`src/rtl/multi_cycle_ctrl.sv`:
```
`default_nettype none
// ============================================================================
//  Module      : multi_cycle_ctrl
//  Description : Moore control FSM for the multi-cycle MIPS datapath; drives
//                enables and MUX selects, counts retired instructions.
//  Revision    : 1.0 - initial release
// ============================================================================
module multi_cycle_ctrl #(
    parameter int CNT_W = 32
) (
    input  logic             clk_i,
    input  logic             rst_i,
    input  logic [5:0]       op_i,
    input  logic [5:0]       funct_i,
    input  logic             zero_i,
    input  logic             mem_ready_i,
    output logic             pc_write_o,
    output logic             ir_write_o,
    output logic             iord_o,
    output logic             mem_read_o,
    output logic             mem_write_o,
    output logic             reg_write_o,
    output logic [1:0]       reg_dst_o,
    output logic [1:0]       mem_to_reg_o,
    output logic             alu_src_a_o,
    output logic [1:0]       alu_src_b_o,
    output logic [2:0]       alu_op_o,
    output logic [1:0]       pc_source_o,
    output logic [3:0]       state_o,
    output logic             illegal_o,
    output logic [CNT_W-1:0] retired_o
);

    typedef enum logic [3:0] {
        S_IDLE    = 4'd0,
        S_FETCH   = 4'd1,
        S_DECODE  = 4'd2,
        S_EXE_R   = 4'd3,
        S_WB_R    = 4'd4,
        S_EXE_I   = 4'd5,
        S_WB_I    = 4'd6,
        S_MEM_ADR = 4'd7,
        S_MEM_RD  = 4'd8,
        S_WB_LW   = 4'd9,
        S_MEM_WR  = 4'd10,
        S_BRANCH  = 4'd11,
        S_JUMP    = 4'd12,
        S_JAL     = 4'd13,
        S_JR      = 4'd14
    } state_t;

    localparam logic [5:0] c_OP_RTYPE = 6'h00;
    localparam logic [5:0] c_OP_J     = 6'h02;
    localparam logic [5:0] c_OP_JAL   = 6'h03;
    localparam logic [5:0] c_OP_BEQ   = 6'h04;
    localparam logic [5:0] c_OP_BNE   = 6'h05;
    localparam logic [5:0] c_OP_ADDI  = 6'h08;
    localparam logic [5:0] c_OP_SLTI  = 6'h0A;
    localparam logic [5:0] c_OP_LW    = 6'h23;
    localparam logic [5:0] c_OP_SW    = 6'h2B;
    localparam logic [5:0] c_FN_JR    = 6'h08;

    // fetch_hs / br_en mark outputs that are qualified combinationally by
    // mem_ready_i or zero_i; everything else is a pure function of state.
    typedef struct packed {
        logic       fetch_hs;
        logic       br_en;
        logic       br_inv;
        logic       pc_write;
        logic       iord;
        logic       mem_read;
        logic       mem_write;
        logic       reg_write;
        logic [1:0] reg_dst;
        logic [1:0] mem_to_reg;
        logic       alu_src_a;
        logic [1:0] alu_src_b;
        logic [2:0] alu_op;
        logic [1:0] pc_source;
    } ctrl_t;

    function automatic ctrl_t ctrl_for(input state_t s, input logic [5:0] op);
        ctrl_t c;
        c = '0;
        case (s)
            S_FETCH: begin
                c.fetch_hs  = 1'b1;
                c.mem_read  = 1'b1;
                c.alu_src_b = 2'b01;
            end
            S_DECODE: c.alu_src_b = 2'b11;
            S_EXE_R: begin
                c.alu_src_a = 1'b1;
                c.alu_op    = 3'b010;
            end
            S_WB_R: begin
                c.reg_write = 1'b1;
                c.reg_dst   = 2'b01;
            end
            S_EXE_I: begin
                c.alu_src_a = 1'b1;
                c.alu_src_b = 2'b10;
                c.alu_op    = (op == c_OP_SLTI) ? 3'b011 : 3'b000;
            end
            S_WB_I:  c.reg_write = 1'b1;
            S_MEM_ADR: begin
                c.alu_src_a = 1'b1;
                c.alu_src_b = 2'b10;
            end
            S_MEM_RD: begin
                c.mem_read = 1'b1;
                c.iord     = 1'b1;
            end
            S_WB_LW: begin
                c.reg_write  = 1'b1;
                c.mem_to_reg = 2'b01;
            end
            S_MEM_WR: begin
                c.mem_write = 1'b1;
                c.iord      = 1'b1;
            end
            S_BRANCH: begin
                c.br_en     = 1'b1;
                c.br_inv    = (op == c_OP_BNE);
                c.alu_src_a = 1'b1;
                c.alu_op    = 3'b001;
                c.pc_source = 2'b01;
            end
            S_JUMP: begin
                c.pc_write  = 1'b1;
                c.pc_source = 2'b10;
            end
            S_JAL: begin
                c.pc_write   = 1'b1;
                c.pc_source  = 2'b10;
                c.reg_write  = 1'b1;
                c.reg_dst    = 2'b10;
                c.mem_to_reg = 2'b10;
            end
            S_JR: begin
                c.pc_write  = 1'b1;
                c.pc_source = 2'b11;
            end
            default: c = '0;
        endcase
        return c;
    endfunction

    state_t           r_state;
    ctrl_t            r_ctrl;
    logic             r_illegal;
    logic [CNT_W-1:0] r_retired;

    state_t           w_next;
    logic             w_bad_op;
    logic             w_retire;

    always_comb begin
        w_next   = r_state;
        w_bad_op = 1'b0;
        case (r_state)
            S_IDLE:   w_next = S_FETCH;
            S_FETCH:  if (mem_ready_i) w_next = S_DECODE;
            S_DECODE: begin
                case (op_i)
                    c_OP_RTYPE: w_next = (funct_i == c_FN_JR) ? S_JR : S_EXE_R;
                    c_OP_ADDI,
                    c_OP_SLTI:  w_next = S_EXE_I;
                    c_OP_LW,
                    c_OP_SW:    w_next = S_MEM_ADR;
                    c_OP_BEQ,
                    c_OP_BNE:   w_next = S_BRANCH;
                    c_OP_J:     w_next = S_JUMP;
                    c_OP_JAL:   w_next = S_JAL;
                    default: begin
                        w_next   = S_FETCH;
                        w_bad_op = 1'b1;
                    end
                endcase
            end
            S_EXE_R:   w_next = S_WB_R;
            S_WB_R:    w_next = S_FETCH;
            S_EXE_I:   w_next = S_WB_I;
            S_WB_I:    w_next = S_FETCH;
            S_MEM_ADR: w_next = (op_i == c_OP_SW) ? S_MEM_WR : S_MEM_RD;
            S_MEM_RD:  if (mem_ready_i) w_next = S_WB_LW;
            S_WB_LW:   w_next = S_FETCH;
            S_MEM_WR:  if (mem_ready_i) w_next = S_FETCH;
            S_BRANCH,
            S_JUMP,
            S_JAL,
            S_JR:      w_next = S_FETCH;
            default:   w_next = S_IDLE;
        endcase
    end

    // A FETCH->FETCH wait is not a transition, so it must not retire.
    assign w_retire = (w_next == S_FETCH) && (r_state != S_IDLE) &&
                      (r_state != S_FETCH) && !w_bad_op;

    always_ff @(posedge clk_i or negedge rst_i) begin
        if (!rst_i) begin
            r_state   <= S_IDLE;
            r_ctrl    <= '0;
            r_illegal <= 1'b0;
            r_retired <= '0;
        end else begin
            r_state <= w_next;
            r_ctrl  <= ctrl_for(w_next, op_i);
            if (w_bad_op)
                r_illegal <= 1'b1;
            if (w_retire)
                r_retired <= r_retired + 1'b1;
        end
    end

    assign pc_write_o   = r_ctrl.pc_write
                        | (r_ctrl.fetch_hs & mem_ready_i)
                        | (r_ctrl.br_en & (zero_i ^ r_ctrl.br_inv));
    assign ir_write_o   = r_ctrl.fetch_hs & mem_ready_i;
    assign iord_o       = r_ctrl.iord;
    assign mem_read_o   = r_ctrl.mem_read;
    assign mem_write_o  = r_ctrl.mem_write;
    assign reg_write_o  = r_ctrl.reg_write;
    assign reg_dst_o    = r_ctrl.reg_dst;
    assign mem_to_reg_o = r_ctrl.mem_to_reg;
    assign alu_src_a_o  = r_ctrl.alu_src_a;
    assign alu_src_b_o  = r_ctrl.alu_src_b;
    assign alu_op_o     = r_ctrl.alu_op;
    assign pc_source_o  = r_ctrl.pc_source;
    assign state_o      = r_state;
    assign illegal_o    = r_illegal;
    assign retired_o    = r_retired;

endmodule
`default_nettype wire

```
`config.mk`:
```
export PLATFORM = sky130hd
export DESIGN_NAME = multi_cycle_ctrl
export DESIGN_NICKNAME = d
export VERILOG_FILES = /design/src/rtl/multi_cycle_ctrl.sv
export SDC_FILE = /design/constraint.sdc
export NUM_CORES = 1
export LEC_CHECK = 0
export BUFFER_PORTS_ARGS = -buffer_cell sky130_fd_sc_hd__buf_2
export CAP_MARGIN = 10
export CORE_ASPECT_RATIO = 0.75
export CORE_UTILIZATION = 40
export CTS_CLUSTER_SIZE = 28
export DETAILED_ROUTE_END_ITERATION = 10
export SYNTH_ARGS = -nofsm -noshare
export SYNTH_HDL_FRONTEND = slang
export SYNTH_SLANG_ARGS = --single-unit
```
`constraint.sdc`:
```
create_clock -name clk_i -period 4.7 [get_ports clk_i]
set_input_delay 0.94 -clock clk_i [delete_from_list [all_inputs] [get_ports clk_i]]
set_output_delay 0.94 -clock clk_i [all_outputs]
set_load 0.02 [all_outputs]
```
# Word level (Yosys, flattened, before mapping)
# Cells that the tools add are included.
[totals] output_inout_bits=55 wordCells=103 regBits=57
[op_classes] muxes=23 bitwise_logic=5 reduce_logical=19 add_sub_neg=1 n_eq_ne=38
[ops] cell="$eq A4 B4 Y1 const B" n=14
[ops] cell="$add A32 B1 Y32 const B" n=1
[ops] cell="$eq A4 B3 Y1 const B" n=8
[ops] cell="$pmux W4 S8" n=1
[ops] cell="$pmux W4 S6" n=1
[ops] cell="$eq A6 B4 Y1 const B" n=3
[ops] cell="$pmux W2 S3" n=3
[ops] cell="$eq A4 B2 Y1 const B" n=4
[ops] cell="$mux W4" n=4
[ops] cell="$reduce_or A2 Y1" n=7
[ops] cell="$eq A6 B2 Y1 const B" n=2
[ops] cell="$eq A6 B3 Y1 const B" n=2
[ops] cell="$eq A6 B6 Y1 const B" n=2
[ops] cell="$mux W1" n=9
[ops] cell="$reduce_or A9 Y1" n=1
[ops] cell="$eq A4 B1 Y1 const B" n=2
[ops] cell="$pmux W2 S2" n=2
[ops] cell="$reduce_or A4 Y1" n=2
[ops] cell="$reduce_or A8 Y1" n=1
[ops] cell="$logic_not A6 Y1" n=1
[ops] cell="$mux W2" n=3
[ops] cell="$logic_not A4 Y1" n=1
[ops] cell="$ne A4 B1 Y1 const B" n=1
[ops] cell="$reduce_bool A4 Y1" n=1
[ops] cell="other kinds (6)" n=10

# Logic depth before layout (Yosys ltp)
# Gate-level depths: netlist (run 1).
[logic_depth] ltp_word=8 ltp_mapped=9 mapped_depth_nobuf=7

# Worst setup path before layout (run 1)
# OpenSTA, ideal clock, no wires.
[synth_timing] path_type="input to register" from="input port op_i[1]" to="register r_retired[24] (netlist: retired_o[24])" n_path_buf=2 arrival_ns=3.086 required_ns=4.620 slack_ns=1.534 stages=9 cell_sequence="clkbuf_1 -> nand2_1 -> and3_1 -> a21oi_1 -> o31ai_2 -> or4_4 -> buf_6 -> nor4_2 -> xor2_1"
[synth_between] elab_chain_cells=8 word_cells_on_any_way=23 classes_between="eq/ne: 9; mux: 5; reduce/logical: 9"
[synth_lines] item="from (decl)" line_no="13" source="input logic [5:0] op_i,"
[synth_lines] item="$eq A6 B3 Y1 (tied with other cells)" line_no="165" source="case (op_i)"
[synth_lines] item="$reduce_or A2 Y1" line_no="165"
[synth_lines] item="$pmux W4 S6" line_no="165"
[synth_lines] item="$pmux W4 S8" line_no="161" source="case (r_state)"
[synth_lines] item="$eq A4 B1 Y1" line_no="198" source="assign w_retire = (w_next == S_FETCH) && (r_state != S_IDLE) &&"
[synth_lines] item="$logic_and A1 B1 Y1 (2 in series)" line_no="198"
[synth_lines] item="$logic_and A1 B1 Y1 *" line_no="199" source="(r_state != S_FETCH) && !w_bad_op;"
[synth_lines] item="to (signal assigned)" line_no="213" source="r_retired <= r_retired + 1'b1;"
[synth_lines] item="to (decl)" line_no="152" source="logic [CNT_W-1:0] r_retired;"
# Mark *: on every way between the ends. The rest lies on a longest branch, timed or not.
# A chain may end at the register's enable or synchronous reset.

# Final worst setup path (run 1)
[layout_timing] from="input port funct_i[1]" to="register r_retired[1] (netlist: retired_o[1])"
[layout_between] elab_chain_cells=8
[layout_lines] item="from (decl)" line_no="14" source="input logic [5:0] funct_i,"
[layout_lines] item="$eq A6 B4 Y1" line_no="166" source="c_OP_RTYPE: w_next = (funct_i == c_FN_JR) ? S_JR : S_EXE_R;"
[layout_lines] item="$mux W4" line_no="166"
[layout_lines] item="$pmux W4 S6" line_no="165"
[layout_lines] item="$pmux W4 S8" line_no="161"
[layout_lines] item="$eq A4 B1 Y1" line_no="198"
[layout_lines] item="$logic_and A1 B1 Y1 (2 in series)" line_no="198"
[layout_lines] item="$logic_and A1 B1 Y1" line_no="199"
# No other way between the ends.

==> results of run 1 <==
[registers in the layout, indices dropped and copies added (netlist names)]
register,count
illegal_o,1
iord_o,1
pc_source_o,2
mem_write_o,1
retired_o,32
alu_src_a_o,1
mem_read_o,1
alu_src_b_o,2
reg_dst_o,2
r_ctrl,4
reg_write_o,1
state_o,4
alu_op_o,2
mem_to_reg_o,2
[report_power, final]
part           total (mW)  switching (mW)  internal [mW]
Sequential          0.621          0.0746          0.546
Clock               0.287           0.155          0.132
Combinational       0.460           0.294          0.167
Total                1.37           0.524          0.845
[worst paths after layout]
path | from | to | slack, ns | depth (start not counted)
max in group asynchronous | rst_i | illegal_o$_DFFE_PN0P_ | 3.49 | 2
worst max register to register | state_o[2]$_DFF_PN0_ | retired_o[12]$_DFFE_PN0P_ | 1.59 | 7
worst min register to register | illegal_o$_DFFE_PN0P_ | illegal_o$_DFFE_PN0P_ | 0.47 | 1
worst min-delay path | illegal_o$_DFFE_PN0P_ | illegal_o$_DFFE_PN0P_ | 0.47 | 1
worst max-delay path | funct_i[1] | retired_o[1]$_DFFE_PN0P_ | 1.48 | 7
min in group asynchronous | rst_i | reg_dst_o[0]$_DFF_PN0_ | 0.75 | 2
[logic make-up (layout without fill, tap and decap cells)]
kind of cell               count (synthesis)  in the layout  synth area share
buffers and inverters                     32             85            0.0598
DFF                                       56             56             0.486
muxes                                      1              1           0.00390
xor gates and xnor gates                  34             34             0.103
AOI/OAI and AO/OA                         29             29            0.0807
and+or+nand+nor                          129            129             0.261
other                                      1              1           0.00130
adders and majority gates                  1              1           0.00434
[routing by layer]
layer / track usage / vias up / share of wire
met3: 0.0514 / 8 / 0.063
met5: 0 / - / 0
li1: - / 1076 / -
met4: 0.0386 / 0 / 0.010
met1: 0.269 / 1043 / 0.52
met2: 0.237 / 67 / 0.40
[layout by cell type (no fill, tap or decap), types with 3 or more instances in the layout]
master    Yosys  routed
xnor2_1       6       6
clkbuf_8      0       7
nand2_1      22      22
and3_1       10      10
nor2b_1       3       3
nor2_1       21      21
dfrtp_1      56      56
nor3_1       15      15
nand4_1       3       3
and2_1        5       5
o21ai_0       3       3
a21oi_1       6       6
inv_1         8       8
buf_2         3      69
xor2_1       28      28
nand2b_1      6       6
nor4_2        8       8
nand3_1      16      16
[per-stage QoR]
stage	instance area [sq um]	hold WS (ns)	instances	setup WS, ns
after CTS	3310	0.477	434	1.51
after floorplan	2890	0.565	283	1.53
final	3310	0.472	434	1.48
after detailed placement	3220	0.447	427	1.18
after global placement	3220	0.452	427	1.27
after global routing	3310	0.504	434	1.33
[final cells by class]
type	count	area (sq um)
Fill cell	673	3580
Sequential cell	56	1400
Multi-Input combinational cell	195	1310
Timing Repair Buffer	70	353
Tap cell	98	123
Clock buffer	7	96.3
Inverter	8	30.0
[worst max-delay path, delay by kind of cell]
family / cells / cell delay, ns
and+or+nand+nor: 2 / 1.20
AOI/OAI and AO/OA: 3 / 0.84
muxes: 1 / 0.35
buffers and inverters: 1 / 0.10
==> impl_results.md, run 1 <==
- Status: complete, no violations
- Leakage power: 1.72 nW
- Max FO, Critical Path: 22
- Slew Viols, Final: 0
- Setup violators final: 0
- TritonRoute pass-1 iters: 4
- Largest area contributor in the netlist: dfrtp_1
- Least-Margin Pin Slew: 0.915 ns
- CTS clk-pin slew, worst paths: 0.10 ns
- Mapped Nets: 300
- Pin count of the biggest net entering global routing: 57
- Port Buffers: 69
- Clock Latency Late Sink: 0.31 ns
- Synth warn: 0
- Min Tclk post-route: 3.22 ns
- Slew margin rel.: 0.382
- Worst-path cell chain: buf_2 > nor4b_1 > a21oi_1 > o32ai_1 > a32o_1 > or4_4 > mux2_1
- Die width: 100 microns
- Synth Register Bits: 56
- Syn-to-layout area delta: 14.9%
- Core box area: 6900 sq um
- First-pass GRT wire length: 10.1 mm
- CTS resizes: 0
- Most common cell in the netlist: dfrtp_1
- Initial antenna violation count: 0
- Number of synthesized flops with an enable pin: 0
- Hold crit path type: reg2reg
- HPWL Detailed: 4.38 mm
- Slowest-stage cell, CP: nor4b_1
- # IOs: 71
- TritonCTS clock tree: done
- DRC: 0
- Die Ht: 75.6 microns
- Total track usage: 0.174
- Worst Clk Skew: 0.0120 ns
- Mapped Cells: 283
- Cell variety after synth: 51
- Crit end category: flop
- Full die area: 7560 sq um
- CTS root buf: clkbuf_8
- Area share of the leading cell type in the synthesized netlist: 0.486
- Layout cells sized above 1: 0.271
- Critical path arrival: 3.43 ns
- Gr ovfl total: 0
- ANT nets after route: 0
- Main synth FF type: dfrtp_1
- Sequential-to-total area share from yosys stat: 0.486
- Syn Area/Cell: 10.2 sq um
- Synth cell count leaders: dfrtp_1 (56), xor2_1 (28), nand2_1 (22), nor2_1 (21), nand3_1 (16)
- Post-CTS Hold Buffers: 0
- Diodes inserted: 0
- Clock tree sinks: 56
- RSZ-0062 raised after global routing: false
- Vias in the first global route: 1933
- # H-tree levels: 2
- Peak Freq: 311 MHz
- Peak supply drop: 164 uV
- # Post-CTS Setup Buffers: 0
- Via count: 2194
- Critical Path RT: 4.91 ns
- Vias per cell: 5.06
- Layout Utilization: 0.481
- CP startpoint kind: input pin
- Fraction of registers with async set/reset: 1.00
- WS Path Type: in2reg
- Clock Path Buffers: 2
- Power density cells: 413 nW/um^2
- Crit-path max cell delay: 0.80 ns
- Final GP Congestion: 0.913
- Row cnt: 26
- Clock buffer count from CTS: 5
- Final Net Count: 353
- Initial Utilization: 0.418
- Initial DRC count: 215
- Final hold vios: 0
- MaxCap Viol Count: 0
- Final worst-path cycle share: 0.685
- WL/cell: 14.3 microns
- Area of the mapped netlist: 2890 sq um
- Setup TNS: 0 ns
- Overall power: 1.37 mW
- Largest cells by area after synthesis: dfrtp_1 (49%), xor2_1 (8.5%), nor4_2 (3.5%)
- Routed wire length: 6.21 mm
No activity file was read; power rests on OpenSTA's default activity.
==> run 2, diff against run 1 <==
--- a/config.mk
+++ b/config.mk
@@ -11,6 +11,7 @@
 export CORE_UTILIZATION = 40
 export CTS_CLUSTER_SIZE = 28
 export DETAILED_ROUTE_END_ITERATION = 10
+export PLACE_DENSITY = 0.65
 export SYNTH_ARGS = -nofsm -noshare
 export SYNTH_HDL_FRONTEND = slang
 export SYNTH_SLANG_ARGS = --single-unit
==> constraint.sdc (replaced) <==
create_clock -name clk_i -period 2.9 [get_ports clk_i]
set_input_delay 0.58 -clock clk_i [delete_from_list [all_inputs] [get_ports clk_i]]
set_output_delay 0.58 -clock clk_i [all_outputs]
set_load 0.02 [all_outputs]
==> impl_results.md, run 2 (synthesis results as in run 1) <==
- Gate power share: 0.399 (+0.062)
- Routed wire length: 6.33 mm (+1.9%)
- GRT busiest layer: met1
- Vias per cell: 5.04 (-0.26%)
- Pint: 1.41 mW (+67%)
- Least-Margin Pin Slew: 0.864 ns (-0.0505 ns)
- WL/cell: 14.0 microns (-2.4%)
- Final Net Count: 372 (+5.4%)
- Worst Clk Skew: 0.00644 ns (-0.00554 ns)
- Port Buffers: 69 (unchanged)
- DRC: 0 (unchanged)
- Power density cells: 653 nW/um^2 (+58%)
- Slew margin rel.: 0.416 (+0.0341)
- Placed Cells: 446 (+4.4%)
- Grt met2 use: 0.252 (+0.0153)
- Clock Path Buffers: 2 (unchanged)
- Via count: 2284 (+4.1%)
- CP startpoint kind: flop
- Flop pwr share: 0.428 (-0.026)
- Critical Path RT: 3.13 ns (-1.78 ns)
- WS Path Type: reg2reg
- Final hold vios: 0 (unchanged)
- Final worst-path cycle share: 0.924
- Setup TNS: 0 ns (unchanged)
- Peak Freq: 373 MHz
- Hold WS: 0.260 ns (-0.212 ns)
- CTS clk-pin slew, worst paths: 0.09 ns (about the same)
- MaxCap Viol Count: 0 (unchanged)
- Post-Layout Cell Count: 453 (+4.4%)
- Post-CTS Hold Buffers: 0 (unchanged)
- Final GP Congestion: 0.887 (-2.8%)
- TritonCTS clock tree: done
- Most common cell after layout, fill and taps aside: buf_2
- # Post-CTS Setup Buffers: 0 (unchanged)
- # H-tree levels: 2 (unchanged)
- HPWL Detailed: 4.86 mm (+11%)
- Clock tree sinks: 56 (unchanged)
- Overall power: 2.25 mW (+64%)
- Row cnt: 26 (unchanged)
- Full die area: 7560 sq um (unchanged)
- Final WS setup: 0.221 ns (-1.26 ns)
- Fillers: 657 (-2.4%)
- Max FO, Critical Path: 20 (-9.1%)
- Die Ht: 75.6 microns (unchanged)
- Sw frac: 0.373 (-0.00970)
- Number of flip-flops in the largest register: 32 (unchanged)
- Min Tclk post-route: 2.68 ns
- Layout cells sized above 1: 0.307 (+0.0362)
- Clock Latency Late Sink: 0.30 ns (about the same)
- Critical path arrival: 2.90 ns (-0.53 ns)
- Status: complete, no violations
- ANT nets after route: 0 (unchanged)
- Grt met3 use: 0.0358 (-0.0156)
- Core box area: 6900 sq um (unchanged)
- Clock buffer count from CTS: 5 (unchanged)
- Gr ovfl total: 0 (unchanged)
- RSZ-0062 raised after global routing: false
- Syn-to-layout area delta: 19.2%
- TritonRoute pass-1 iters: 4 (unchanged)
- Die width: 100 microns (unchanged)
- CTS resizes: 0 (unchanged)
- Post-place setup slack: -0.0456 ns (-1.22 ns)
- Switching Power: 838 uW (+60%)
- Diodes inserted: 0 (unchanged)
- Initial Utilization: 0.418 (unchanged)
- Setup violators final: 0 (unchanged)
- First-pass GRT wire length: 9.89 mm (-1.8%)
- Leakage power: 1.80 nW (+4.8%)
- Slew Viols, Final: 0 (unchanged)
- M1 GR Usage: 0.262 (-0.00713)
- Peak supply drop: 267 uV (+63%)
- Most frequent cells in the layout: buf_2 (69), dfrtp_1 (56), xor2_1 (28)
- Hold crit path type: in2async
- Initial DRC count: 156 (-27%)
- Clock network power share: 0.173 (-0.037)
- CP startpoint: state_o[0]$_DFF_PN0_
- R2r startpoint: state_o[0]$_DFF_PN0_
- # IOs: 71 (unchanged)
- Total track usage: 0.171 (-0.00284)
- Vias in the first global route: 1966 (+1.7%)
- CTS root buf: clkbuf_8
- Pin count of the biggest net entering global routing: 26 (-54%)
- Crit end category: flop
- Initial antenna violation count: 0 (unchanged)
run 2: changes by cell type in the layout (fill, tap and decap cells not counted), sizes merged:
| cell | previous run | this run |
|---|---|---|
| buf | 70 | 89 |
| clkbuf | 7 | 6 |
| clkinv | 0 | 1 |
run 2: final cells by class:
class	instances	area, sq um	share of cell area
clock inverters	1	5.00	0.00146
clock buffers	6	72.6	0.0211
well taps	98	123	0.0357
multi-input cells	195	1310	0.381
flip-flops and latches	56	1400	0.408
inverters	8	30.0	0.00873
repair buffers	89	495	0.144
run 2: stage by stage:
stage / utilization / cell area [sq um]
2_1_floorplan: - / 2890
3_3_place_gp: 0.487 / 3360
3_5_place_dp: 0.487 / 3360
4_1_cts: 0.499 / 3440
5_1_grt: 0.499 / 3440
6_report: 0.499 / 3440
run 2: power by group through the flow:
stage	clock (mW)	combinational, mW	sequential, mW
3_3_place_gp	0	0.892	0.975
5_1_grt	0.429	0.991	0.975
6_report	0.389	0.896	0.960
4_1_cts	0.404	0.900	0.961
3_5_place_dp	0	0.897	0.976
2_1_floorplan	0	0.535	1.05
run 2: worst paths after layout:
| kind | to | slack (ns) | cells past startpoint |
|---|---|---|---|
| min | retired_o[19]$_DFFE_PN0P_ | 0.26 | 1 |
| max | retired_o[12]$_DFFE_PN0P_ | 0.22 | 7 |
| max in group asynchronous | retired_o[2]$_DFFE_PN0P_ | 1.98 | 2 |
| min reg2reg | illegal_o$_DFFE_PN0P_ | 0.47 | 1 |
| max reg2reg | retired_o[12]$_DFFE_PN0P_ | 0.22 | 7 |
| min in group clk_i | illegal_o$_DFFE_PN0P_ | 0.47 | 1 |
run 2: routing by layer:
layer,up-vias,share of wire
li1,1113,-
met4,0,0.0057
met3,4,0.055
met5,-,0
met1,1098,0.50
met2,69,0.44
run 2: critical path, cell delays in order, from the launching register on:
cell	delay, ns
dfrtp_1	0.41
nor4b_4	0.34
nand2_2	0.12
a2111oi_4	0.36
o31ai_2	0.15
or4_4	0.66
nor4_1	0.39
xor2_1	0.17
==> run 3, diff against run 2 <==
--- a/config.mk
+++ b/config.mk
@@ -5,13 +5,13 @@
 export SDC_FILE = /design/constraint.sdc
 export NUM_CORES = 1
 export LEC_CHECK = 0
+export ABC_AREA = 1
 export BUFFER_PORTS_ARGS = -buffer_cell sky130_fd_sc_hd__buf_2
 export CAP_MARGIN = 10
 export CORE_ASPECT_RATIO = 0.75
 export CORE_UTILIZATION = 40
 export CTS_CLUSTER_SIZE = 28
 export DETAILED_ROUTE_END_ITERATION = 10
-export PLACE_DENSITY = 0.65
 export SYNTH_ARGS = -nofsm -noshare
 export SYNTH_HDL_FRONTEND = slang
 export SYNTH_SLANG_ARGS = --single-unit
==> impl_results.md, run 3 <==
- Status: complete, no violations
- Worst Clk Skew: 0.00703 ns (+0.000596 ns)
- Peak Freq: 490 MHz (+31%)
- Diodes inserted: 0 (unchanged)
- Fraction of registers with async set/reset: 1.00 (unchanged)
- Critical Path RT: 3.10 ns (-0.03 ns)
- WS Path Type: reg2reg
- Mapped Cells: 465 (+64%)
- Initial Utilization: 0.424 (+0.00606)
- Main combinational cell family by area after synthesis: simple AND/OR/NAND/NOR gates
- # IOs: 71 (unchanged)
- DR top layer: met4
- Power density cells: 712 nW/um^2 (+9.0%)
- WL/cell: 13.6 microns (-2.7%)
- Clock Latency Late Sink: 0.30 ns (about the same)
- Synth Register Bits: 56 (unchanged)
- Clock tree sinks: 56 (unchanged)
- XOR/XNOR Fraction of Synth Area: 0.0711 (-0.0321)
- Hold WS: 0.216 ns (-0.0444 ns)
- Adder-cell area share of the yosys netlist: 0.00363 (-0.000709)
- First-pass GRT wire length: 13.6 mm (+38%)
- Largest area contributor in the netlist: dfrtp_1
- CTS resizes: 0 (unchanged)
- Most common cell after layout, fill and taps aside: nand2_1
- Initial antenna violation count: 0 (unchanged)
- Full die area: 9000 sq um (+19%)
- Mux contribution to synthesized area: 0 (-0.00390)
- ANT nets after route: 0 (unchanged)
- Max FO, Critical Path: 32 (+60%)
- Slowest-stage cell, CP: dfrtp_1
- Area share of the leading cell type in the synthesized netlist: 0.406 (-0.0795)
- CTS root buf: clkbuf_16
- # H-tree levels: 2 (unchanged)
- M1 WL: 4.65 mm (+46%)
- Clock Path Buffers: 2 (unchanged)
- R2r endpoint: retired_o[31]$_DFFE_PN0P_
- R2R Setup Slk: 0.86 ns (+0.64 ns)
- CP startpoint kind: flop
- Routed wire length: 8.49 mm (+34%)
- MaxCap Viol Count: 0 (unchanged)
- Hold crit path type: in2async
- TritonCTS clock tree: done
- Final Net Count: 535 (+44%)
- Synth cell count leaders: nand2_1 (142), dfrtp_1 (56), nand3_1 (54), nor2_1 (50), inv_1 (41)
- Via count: 3105 (+36%)
- Number of flip-flops in the largest register: 32 (unchanged)
- Most common cell in the netlist: nand2_1
- Worst-path cell chain: nand2_1 > inv_1 > nand2_1 > o211ai_1 > inv_1 > nand2_2 > nor2_1 > nand4_4 > nand2_1 > nand2_1
- Synth warn: 0 (unchanged)
- Crit end category: flop
- Peak supply drop: 474 uV (+77%)
- Cell variety after synth: 36 (-29%)
- Vias in the first global route: 2686 (+37%)
- Overall power: 2.78 mW (+24%)
- Area of the mapped netlist: 3450 sq um (+20%)
- Sequential-to-total area share from yosys stat: 0.406 (-0.0795)
- Most used cell along the critical path: nand2_1
- Pin count of the biggest net entering global routing: 34 (+31%)
- Mapped Nets: 482 (+61%)
- Syn-to-layout area delta: 13.3%
- Clock buffer count from CTS: 5 (unchanged)
- Largest cells by area after synthesis: dfrtp_1 (41%), nand2_1 (15%), nand3_1 (7.8%)
- Setup violators final: 0 (unchanged)
- Port Buffers: 69 (unchanged)
- Total track usage: 0.199 (+0.0280)
- Critical path arrival: 2.24 ns (-0.66 ns)
- Post-Synth Simple-Gate Area: 0.385 (+0.124)
- Min Tclk post-route: 2.04 ns (-0.638 ns)
- HPWL Detailed: 6.48 mm (+33%)
- Final hold vios: 0 (unchanged)
- Design Area, Final: 3910 sq um (+14%)
- Slew Viols, Final: 0 (unchanged)
- Die Ht: 82.4 microns (+9.1%)
- Final GP Congestion: 0.927 (+4.4%)
- Row cnt: 28 (+7.7%)
- Layout Utilization: 0.481 (-0.0176)
- # Post-CTS Setup Buffers: 0 (unchanged)
- Post-CTS Hold Buffers: 0 (unchanged)
- Crit-path max cell delay: 0.50 ns (-0.16 ns)
- Layout cells sized above 1: 0.191 (-0.116)
- Area after DPL: 3750 sq um (+12%)
- TritonRoute pass-1 iters: 5 (+1)
- Most frequent cells in the layout: nand2_1 (142), buf_2 (69), dfrtp_1 (56)
- Final worst-path cycle share: 0.704 (-0.220)
- R2r startpoint: state_o[1]$_DFF_PN0_
- Met3 wire len: 590 microns (+69%)
- Core box area: 8130 sq um (+18%)
- Die width: 109 microns (+9.2%)
- Number of synthesized flops with an enable pin: 0 (unchanged)
- Metal2 WL: 3.19 mm (+15%)
- Gr ovfl total: 0 (unchanged)
- Vias per cell: 4.98 (-1.3%)
- RSZ-0062 raised after global routing: false
- Setup TNS: 0 ns (unchanged)
- Syn Area/Cell: 7.42 sq um (-27%)
- Worst reg2reg path depth: 10 (+3)
- Leakage power: 2.19 nW (+22%)
- Compound-Gate Fraction of Synth Area: 0.0276 (-0.0531)
- DRC: 0 (unchanged)
- Initial DRC count: 253 (+62%)
- CTS clk-pin slew, worst paths: 0.08 ns (about the same)
- Main synth FF type: dfrtp_1
==> run 3: cell count changes after synthesis, moves of 6 or more <==
cell      previous run  this run
nand2_1             22       142
nand3_1             16        54
inv_1                8        41
nor2_1              21        50
and3_1              10         0
nand4_1              3        12
nor4_2               8         0
nand2b_1             6         0
xor2_1              28        22
==> run 3: worst max path at each step <==
stage                               startpoint                   endpoint  slack, ns  cells past startpoint
final                     state_o[1]$_DFF_PN0_  retired_o[31]$_DFFE_PN0P_       0.86                     10
after global routing      state_o[1]$_DFF_PN0_  retired_o[15]$_DFFE_PN0P_       0.58                     10
after CTS                              op_i[3]  retired_o[28]$_DFFE_PN0P_       0.86                     11
after detailed placement               op_i[3]  retired_o[25]$_DFFE_PN0P_       0.54                     11
after global placement                 op_i[2]  retired_o[22]$_DFFE_PN0P_       0.58                     11
after floorplan                        op_i[5]   retired_o[2]$_DFFE_PN0P_       1.07                     11
==> run 3: power by group <==
part           internal [mW]  total (mW)  switching (mW)  leakage, nW
Sequential             0.884       0.985           0.101        0.758
Clock                  0.334       0.652           0.318       0.0767
Combinational          0.305        1.15           0.841         1.36
Total                   1.52        2.78            1.26         2.19
==> run 3: metal layers <==
layer	global-route usage	vias to the layer above
met4	0.0427	0
met3	0.0400	5
met5	0	-
met2	0.257	109
li1	-	1568
met1	0.327	1423
==> run 3: cell type report <==
cell class	count	area, sq um
timing repair buffer	72	368
multi-input combinational	338	1690
fill	844	4220
inverter	45	169
tap	105	131
clock buffer	5	125
clock inverter	3	28.8
sequential	56	1400
==> run 3: critical path: cells and delay by family (launching register included) <==
| kind | cells | cell delay [ns] |
|---|---|---|
| AOI/OAI and AO/OA | 1 | 0.09 |
| DFF | 1 | 0.50 |
| and+or+nand+nor | 7 | 1.19 |
| buffers and inverters | 2 | 0.14 |
==> run 3: logic make-up after synthesis <==
family	after synthesis
AOI/OAI and AO/OA	16
adders and majority gates	1
other	1
buffers and inverters	71
and+or+nand+nor	292
DFF	56
xor gates and xnor gates	28
==> run 3: metrics by stage <==
stage / std cells / worst slack, ns
5_1_grt: 624 / 0.584
4_1_cts: 624 / 0.858
6_report: 624 / 0.859
2_1_floorplan: 465 / 1.07
3_3_place_gp: 616 / 0.577
3_5_place_dp: 616 / 0.542
